===== src/rtl/rr_arbiter_hold.sv =====
// rr_arbiter_hold: round-robin arbiter with bounded hold for N requesters.
// An owner keeps its grant while it holds req; under contention it is
// pre-empted after MAX_HOLD consecutive grant cycles.
// Ports:
//   clk       - clock, rising edge
//   rst_n     - synchronous active-low reset
//   req       - request vector, bit i = agent i (level-sensitive)
//   gnt       - registered one-hot grant (zero when no owner)
//   gnt_valid - registered, high when gnt is non-zero
//   gnt_id    - registered owner index, 0 when gnt_valid is low
module rr_arbiter_hold #(
  parameter int N        = 4,
  parameter int MAX_HOLD = 8,
  parameter int IW       = $clog2(N)
) (
  input  logic          clk,
  input  logic          rst_n,
  input  logic [N-1:0]  req,
  output logic [N-1:0]  gnt,
  output logic          gnt_valid,
  output logic [IW-1:0] gnt_id
);

  localparam int unsigned NU = N;
  localparam int unsigned HW = $clog2(MAX_HOLD + 1);

  typedef enum logic {
    ST_IDLE = 1'b0,
    ST_OWN  = 1'b1
  } state_e;

  state_e          state_q, state_d;
  logic [N-1:0]    gnt_q, gnt_d;
  logic            valid_q, valid_d;
  logic [IW-1:0]   owner_q, owner_d;
  logic [IW-1:0]   ptr_q, ptr_d;
  logic [HW-1:0]   hold_q, hold_d;

  // Decisions from the next-state process, consumed by the output process
  logic            do_grant_c;
  logic            do_release_c;
  logic            do_hold_c;
  logic [N-1:0]    grant_mask_c;
  logic [N-1:0]    others_c;
  logic [IW-1:0]   pick_c;

  // First set bit of mask searching from p upwards, wrapping N-1 -> 0
  function automatic logic [IW-1:0] pick(input logic [N-1:0] mask,
                                         input logic [IW-1:0] p);
    logic [IW-1:0] idx;
    logic [IW-1:0] cand;
    logic          found;
    idx   = '0;
    found = 1'b0;
    cand  = p;
    for (int unsigned i = 0; i < NU; i++) begin
      if (!found && mask[cand]) begin
        found = 1'b1;
        idx   = cand;
      end
      cand = (cand == IW'(NU - 1)) ? '0 : cand + 1'b1;
    end
    return idx;
  endfunction

  // State register and all registered datapath/outputs
  always_ff @(posedge clk) begin
    if (!rst_n) begin
      state_q <= ST_IDLE;
      gnt_q   <= '0;
      valid_q <= 1'b0;
      owner_q <= '0;
      ptr_q   <= '0;
      hold_q  <= '0;
    end else begin
      state_q <= state_d;
      gnt_q   <= gnt_d;
      valid_q <= valid_d;
      owner_q <= owner_d;
      ptr_q   <= ptr_d;
      hold_q  <= hold_d;
    end
  end

  // Next-state: classify the edge as grant, release-to-idle or hold
  always_comb begin
    state_d      = state_q;
    do_grant_c   = 1'b0;
    do_release_c = 1'b0;
    do_hold_c    = 1'b0;
    grant_mask_c = '0;
    others_c     = req & ~(N'(1) << owner_q);
    unique case (state_q)
      ST_IDLE: begin
        if (|req) begin
          do_grant_c   = 1'b1;
          grant_mask_c = req;
          state_d      = ST_OWN;
        end
      end
      ST_OWN: begin
        if (!req[owner_q]) begin
          // Release hands straight over to a waiting agent when there is one
          if (|others_c) begin
            do_grant_c   = 1'b1;
            grant_mask_c = others_c;
          end else begin
            do_release_c = 1'b1;
            state_d      = ST_IDLE;
          end
        end else if ((hold_q == HW'(MAX_HOLD)) && (|others_c)) begin
          do_grant_c   = 1'b1;
          grant_mask_c = others_c;
        end else begin
          do_hold_c = 1'b1;
        end
      end
      default: state_d = ST_IDLE;
    endcase
  end

  // Output/datapath next values
  always_comb begin
    gnt_d   = gnt_q;
    valid_d = valid_q;
    owner_d = owner_q;
    ptr_d   = ptr_q;
    hold_d  = hold_q;
    pick_c  = pick(grant_mask_c, ptr_q);
    if (do_grant_c) begin
      gnt_d   = N'(1) << pick_c;
      valid_d = 1'b1;
      owner_d = pick_c;
      hold_d  = HW'(1);
      ptr_d   = (pick_c == IW'(NU - 1)) ? '0 : pick_c + 1'b1;
    end else if (do_release_c) begin
      gnt_d   = '0;
      valid_d = 1'b0;
      owner_d = '0;
      hold_d  = '0;
    end else if (do_hold_c) begin
      if (hold_q != HW'(MAX_HOLD)) begin
        hold_d = hold_q + 1'b1;
      end
    end
  end

  assign gnt       = gnt_q;
  assign gnt_valid = valid_q;
  assign gnt_id    = owner_q;

endmodule


===== config.mk =====
export PLATFORM = sky130hd
export DESIGN_NAME = rr_arbiter_hold
export DESIGN_NICKNAME = d
export VERILOG_FILES = /design/src/rtl/rr_arbiter_hold.sv
export SDC_FILE = /design/constraint.sdc
export NUM_CORES = 1
export LEC_CHECK = 0
export ABC_AREA = 1
export CELL_PAD_IN_SITES_DETAIL_PLACEMENT = 0
export CELL_PAD_IN_SITES_GLOBAL_PLACEMENT = 1
export CORE_MARGIN = 2
export CORE_UTILIZATION = 34
export DETAILED_ROUTE_END_ITERATION = 8
export HOLD_SLACK_MARGIN = 0.06
export PLACE_DENSITY_LB_ADDON = 0.1
export SYNTH_ARGS = -nofsm -noshare
export SYNTH_HDL_FRONTEND = slang
export SYNTH_SLANG_ARGS = --single-unit

===== constraint.sdc =====
create_clock -name clk -period 2.4 [get_ports clk]
set_input_delay 0.72 -clock clk [delete_from_list [all_inputs] [get_ports clk]]
set_output_delay 0.72 -clock clk [all_outputs]
set_load 0.01 [all_outputs]

**After elaboration in Yosys (flattened, before gate mapping)**

Index checks and enable logic that the tools add are counted.

- Flip-flop bits (word level): 14
- Input port bits: 6
- Output and inout bits: 7
- Word-level logic and storage cells: 93

- $add $sub $neg: 5
- Order comparisons: 5
- Equality and inequality tests: 6
- Shifts and indexed selects: 2
- Mux-type cells: 49
- Bitwise logic cells: 4
- Reductions and logical operators: 15

Operator list:

| kind | number |
|---|---|
| 2-to-1 mux 1 bit | 25 |
| 2-to-1 mux 4 bit | 6 |
| 2-to-1 mux 2 bit | 10 |
| less-than comparator 2 x 3 -> 1 bit, second input constant | 5 |
| binary-select mux 1 bit (select 2 bit) | 5 |
| adder 2 x 1 -> 2 bit, second input constant | 4 |
| == test 2 bit, second input constant | 4 |
| case mux 4 bit (2 select lines) | 1 |
| OR reduction 4 bit | 2 |
| << shifter 1 x 2 -> 4 bit, first input constant | 2 |
| nonzero test 3 bit | 2 |
| adder 4 x 1 -> 4 bit, second input constant | 1 |
| AND 4 bit | 1 |
| == test 4 bit, second input constant | 1 |
| logical AND 1 bit | 4 |
| != test 4 bit, second input constant | 1 |
| NOT 4 bit | 1 |
| case mux 1 bit (2 select lines) | 2 |
| AND reduction 2 bit | 2 |
| logical NOT 1 bit | 3 |
| OR reduction 3 bit | 1 |
| NOT 1 bit | 2 |
| nonzero test 2 bit | 1 |

**Logic depth before layout (Yosys ltp)**

- Depth in word-level cells: 22
- Gate-level depth with buffers: 21
- Gate-level depth less buffers: 21

**Least setup slack after synthesis**

Ideal clock, no wire load.

- Path type: input to register
- Start point: input req[1]
- End point: register ptr_q[1]
- Setup time: 119 ps
- Arrival: 2411 ps
- Data required time: 2281 ps
- Setup slack: -131 ps
- Stages: 21
- Path buffers: 0
- Cells stage by stage: inv_1 > nand2_1 > nand2_1 > nand2_2 > nand2_4 > nand2_1 > nand2_1 > nand3_1 > nand2_1 > nand2_1 > nand2_1 > nand2_1 > inv_2 > nand2_2 > inv_2 > nand2_1 > nand2_1 > inv_2 > ha_1 > o21ai_0 > a21oi_1

- Longest elaborated chain between the ends: 20
- Elaborated cells between the ends (all ways): 40
- Those cells by class: add/sub: 1; eq/ne: 1; mux: 28; bitwise: 1; reduce/logical: 9

RTL lines:

| item | line | source |
|---|---|---|
| start, declared | 18 | `input logic [N-1:0] req,` |
| AND 4 bit | 92 | `others_c = req & ~(N'(1) << owner_q);` |
| OR reduction 4 bit | 104, 111 |  |
| logical AND 1 bit | 111 | `end else if ((hold_q == HW'(MAX_HOLD)) && (\|others_c)) begin` |
| 2-to-1 mux 4 bit | 111 |  |
| 2-to-1 mux 4 bit | 102 | `if (!req[owner_q]) begin` |
| case mux 4 bit (2 select lines) | 93 | `unique case (state_q)` |
| binary-select mux 1 bit (select 2 bit) | 57 | `if (!found && mask[cand]) begin` |
| 2-to-1 mux 1 bit (not written as such) | 57 |  |
| (+4 left out) | n/a |  |
| logical NOT 1 bit | 57 |  |
| logical AND 1 bit | 57 |  |
| 2-to-1 mux 1 bit | 57 |  |
| logical NOT 1 bit | 57 |  |
| logical AND 1 bit | 57 |  |
| 2-to-1 mux 2 bit | 57 |  |
| adder 2 x 1 -> 2 bit / == test 2 bit (equally long branches) | 135 | `ptr_d = (pick_c == IW'(NU - 1)) ? '0 : pick_c + 1'b1;` |
| 2-to-1 mux 2 bit | 135 |  |
| end signal, assigned | 80 | `ptr_q <= ptr_d;` |
| end, declared | 36 | `logic [IW-1:0] ptr_q, ptr_d;` |

Parallel ways exist; a longest one is shown, timed or not. The select of a mux whose other input is x is not followed.
A chain may end at the register's enable or synchronous reset.

**Final worst setup path**

- Start point: input req[1]
- End point: register gnt_q[0], in the netlist gnt[0]

- Longest elaborated chain between the ends: 20
- Elaborated cells between the ends (all ways): 43
- Those cells by class: shift: 1; mux: 31; bitwise: 1; reduce/logical: 10

RTL lines:

| item | line | source |
|---|---|---|
| AND 4 bit | 92 |  |
| OR reduction 4 bit | 104, 111 |  |
| logical AND 1 bit | 111 |  |
| 2-to-1 mux 4 bit | 111 |  |
| 2-to-1 mux 4 bit | 102 |  |
| case mux 4 bit (2 select lines) | 93 |  |
| binary-select mux 1 bit (select 2 bit) | 57 |  |
| 2-to-1 mux 1 bit (not written as such) | 57 |  |
| (+4 left out) | n/a |  |
| logical NOT 1 bit | 57 |  |
| logical AND 1 bit | 57 |  |
| 2-to-1 mux 1 bit | 57 |  |
| logical NOT 1 bit | 57 |  |
| logical AND 1 bit | 57 |  |
| 2-to-1 mux 2 bit | 57 |  |
| << shifter 1 x 2 -> 4 bit | 131 | `gnt_d = N'(1) << pick_c;` |
| 2-to-1 mux 4 bit | 130 | `if (do_grant_c) begin` |
| end signal, assigned | 77 | `gnt_q <= gnt_d;` |
| end, declared | 33 | `logic [N-1:0] gnt_q, gnt_d;` |

Parallel ways exist; a longest one is shown, timed or not. The select of a mux whose other input is x is not followed.

==> metrics.md <==
| Metric | Value |
|---|---|
| Reg power frac | `between 10% and 20%` |
| Share of layout cells above drive strength 1 | `52.26%` |
| Final ANT Viol Nets | `0` |
| Main synth FF type | `dfxtp_1` |
| Synth top area cells | `dfxtp_1 25%, nand2_1 21%, nand3_1 15%` |
| RSZ-0062 raised after global routing | `true` |
| Worst EP required | `2580 ps` |
| Total grt overflow | `0` |
| Clk slew on worst S/H paths | `80 ps` |
| Top cell type's share of synthesized area | `24.92%` |
| Final Hold Viols | `0` |
| Tcrit/Tclk final | `99.43%` |
| Crit Path Category | `in2reg` |
| Worst setup SP type | `input port` |
| CP arrival | `about 2600 ps` |
| Clk pwr share | `5.1%` |
| Area delta synth->final | `75.64%` |
| Crit Path Max Fanout | `4` |
| Post-synth top cells | `63 x nand2_1, 33 x nand3_1, 20 x inv_1, 14 x dfxtp_1` |
| WL/cell | `11.97 um` |
| Yosys warning count | `0` |
| I/O pin cnt | `13` |
| CTS H-tree lvls | `1` |
| Initial drt markers | `70` |
| Design Area, Final | `1976 um2` |
| Pwr dens | `1330 nW/um2` |
| Initial Util | `around 36%` |
| Worst-Skew Late Latency | `280 ps` |
| Post-CTS Hold Buffers | `0` |
| CORE AREA | `between 3000 and 4000 um2` |
| Switching power | `1.284 mW` |
| Die Y | `about 60 um` |
| Dpl cell area | `1593 um2` |
| Crit. End Element | `flop` |
| Vias/cell | `4.767` |
| Clock Sinks | `14` |
| Initial antenna violation count | `0` |
| Cell Area, Synth | `1125 um2` |
| First-pass GRT wire length | `between 5000 and 6000 um` |
| Status | `complete, no violations` |
| Fin nets | `258` |
| Chip width | `61.52 um` |
| CTS buffer count | `3` |
| Top-count cell post-synth | `nand2_1` |
| Yosys reg bits | `14` |
| Avg Cell Area, Syn | `5.983 um2` |
| Row count | `20` |
| P_leak | `approximately 1 nW` |
| Drt pass-1 iters | `4` |
| Comb power frac | `81.5%` |
| GRT Total Usage | `18.41%` |
| Vias in the first global route | `about 1200` |
| Die area | `3784 um2` |
| Remaining DRCs | `0` |
| CTS Buffer Depth | `2` |
| Pin slew with the least headroom to its limit | `between 300 and 400 ps` |
| Detailed Place HPWL | `about 2400 um` |
| Max cap viols | `0` |
| Maximum vdd ir drop | `0.0003809 V` |
| Routed wire length | `3434 um` |
| Post-synth EDFFs | `0` |
| Ant diodes | `0` |
| Net Sw Frac | `48.86%` |
| Sequential area share after synthesis | `24.92%` |
| Largest net degree at the start of global routing | `9` |
| Worst-path cell chain | `buf_6, inv_12, buf_4, a21oi_2, nand2_1, nand3_1, nand2_2, nand3_2, nand2_2, nand2_2, nand2_4, nand2_2, nand3_1, nand2_1, nand2_2, nand2_4, inv_4, ha_4, a22o_1` |
| Via Count | `1368` |
| Crit path time final | `between 2000 and 2500 ps` |
| Crit path largest cell delay | `210 ps` |
| CTS tree | `built` |
| Final Skew | `2.923 ps` |
| Final Core Density | `between 60% and 70%` |
| Clock root cell | `clkbuf_4` |
| Port bufs | `12` |
| Final setup fails | `0` |
| Count of final max-slew check failures | `0` |
| Post-synthesis cell type count | `20` |
| Slew margin rel. | `77.71%` |
| RePlAce Congestion | `0.8309` |
| Leading area contributor after synthesis | `dfxtp_1` |
| Power Internal | `1.343 mW` |
| Most used cell, CP | `nand2_2` |
| Syn Inst Count | `188` |
| CP max stage cell | `a22o_1` |
| HP Class | `reg2reg` |
| Async set-or-reset flop fraction in the synthesized netlist | `0%` |
| Syn Nets | `201` |
| Highest Clock Rate | `between 0.4 and 0.5 GHz` |
==> cell type report <==
type / instances / area (um2)
fillers: 302 / 1127
multi-input cells: 146 / 1025
repair buffers: 52 / 450.4
flip-flops and latches: 14 / 282.8
inverters: 28 / 140.1
well taps: 44 / 55.05
clock buffers: 3 / 22.52
==> per-layer routing <==
layer / track usage (%) / vias to the layer above / part of all wire, %
met5: 0 / - / 0
met4: 2.736 / 0 / 0.87
met3: 4.412 / 4 / 2.4
met2: 31.43 / 18 / 52
met1: 24.05 / 622 / 44
li1: - / 724 / -
==> repair_timing <==
item | in CTS | in global routing
setup endpoints to repair | 12 | 7
setup buffers | 5 | 7
gates resized for setup | 40 | 56
pin swaps | 17 | 28
==> cells in the final DEF (no fill, tap or decap), types with 4 or more instances in the layout <==
master / netlist / final
nand3_2: 0 / 14
buf_6: 0 / 4
clkdlybuf4s50_1: 0 / 8
nand2_4: 1 / 14
inv_2: 8 / 8
a21oi_1: 9 / 6
a21oi_2: 1 / 4
nor2_1: 9 / 9
nand3_1: 33 / 18
nand2_2: 5 / 22
inv_4: 0 / 4
dfxtp_1: 14 / 12
a22o_1: 4 / 4
nand2_1: 63 / 33
inv_1: 20 / 14
buf_4: 0 / 38
==> registers in the layout (all words and copies together) (netlist names) <==
register   flops
gnt_valid      1
ptr_q          2
gnt            4
state_q        1
hold_q         4
gnt_id         2
==> power groups by stage <==
stage          registers (mW)  clock network, mW  logic (mW)
6_report                0.351              0.135        2.14
5_1_grt                 0.358              0.148        2.33
4_1_cts                 0.341              0.141        1.78
3_5_place_dp            0.346                  0        1.48
3_3_place_gp            0.346                  0        1.43
2_1_floorplan           0.368                  0       0.945
==> metrics by stage <==
step / setup TNS [ps] / worst slack (ps) / hold WS, ps / total power, mW / cells
floorplan: -121.6 / -37.79 / 454.0 / 1.313 / 188
global placement: -6957 / -802.4 / 456.5 / 1.777 / 273
detailed placement: -7439 / -869.4 / 458.2 / 1.828 / 273
CTS: -42.05 / -42.05 / 482.0 / 2.261 / 281
global route: -474.4 / -135.6 / 499.5 / 2.835 / 287
finish: 0 / 13.73 / 474.0 / 2.627 / 287
==> final timing paths <==
kind	endpoint	slack, ps	from	depth (start not counted)
max	gnt[0]$_SDFFE_PN0P_	10	req[1]	19
min	gnt_valid$_SDFFE_PN0P_	470	gnt_valid$_SDFFE_PN0P_	2
max reg2reg	gnt[0]$_SDFFE_PN0P_	50	hold_q[0]$_SDFFE_PN0P_	19
min reg2reg	gnt_valid$_SDFFE_PN0P_	470	gnt_valid$_SDFFE_PN0P_	2
==> logic make-up after synthesis <==
family	synth area share, %
flip-flops	24.92
buffers and inverters	9.344
AND/OR/NAND/NOR	47.83
adder cells (fa/ha/maj)	7.786
AO/OA/AOI/OAI	10.12
==> worst max-delay path, delay by kind of cell <==
kind | cells | cell delay (ps)
compound gates | 2 | 370
fa+ha+maj | 1 | 140
buf+inv | 4 | 320
simple gates | 12 | 1000
Power figures use the tool's default switching activity.
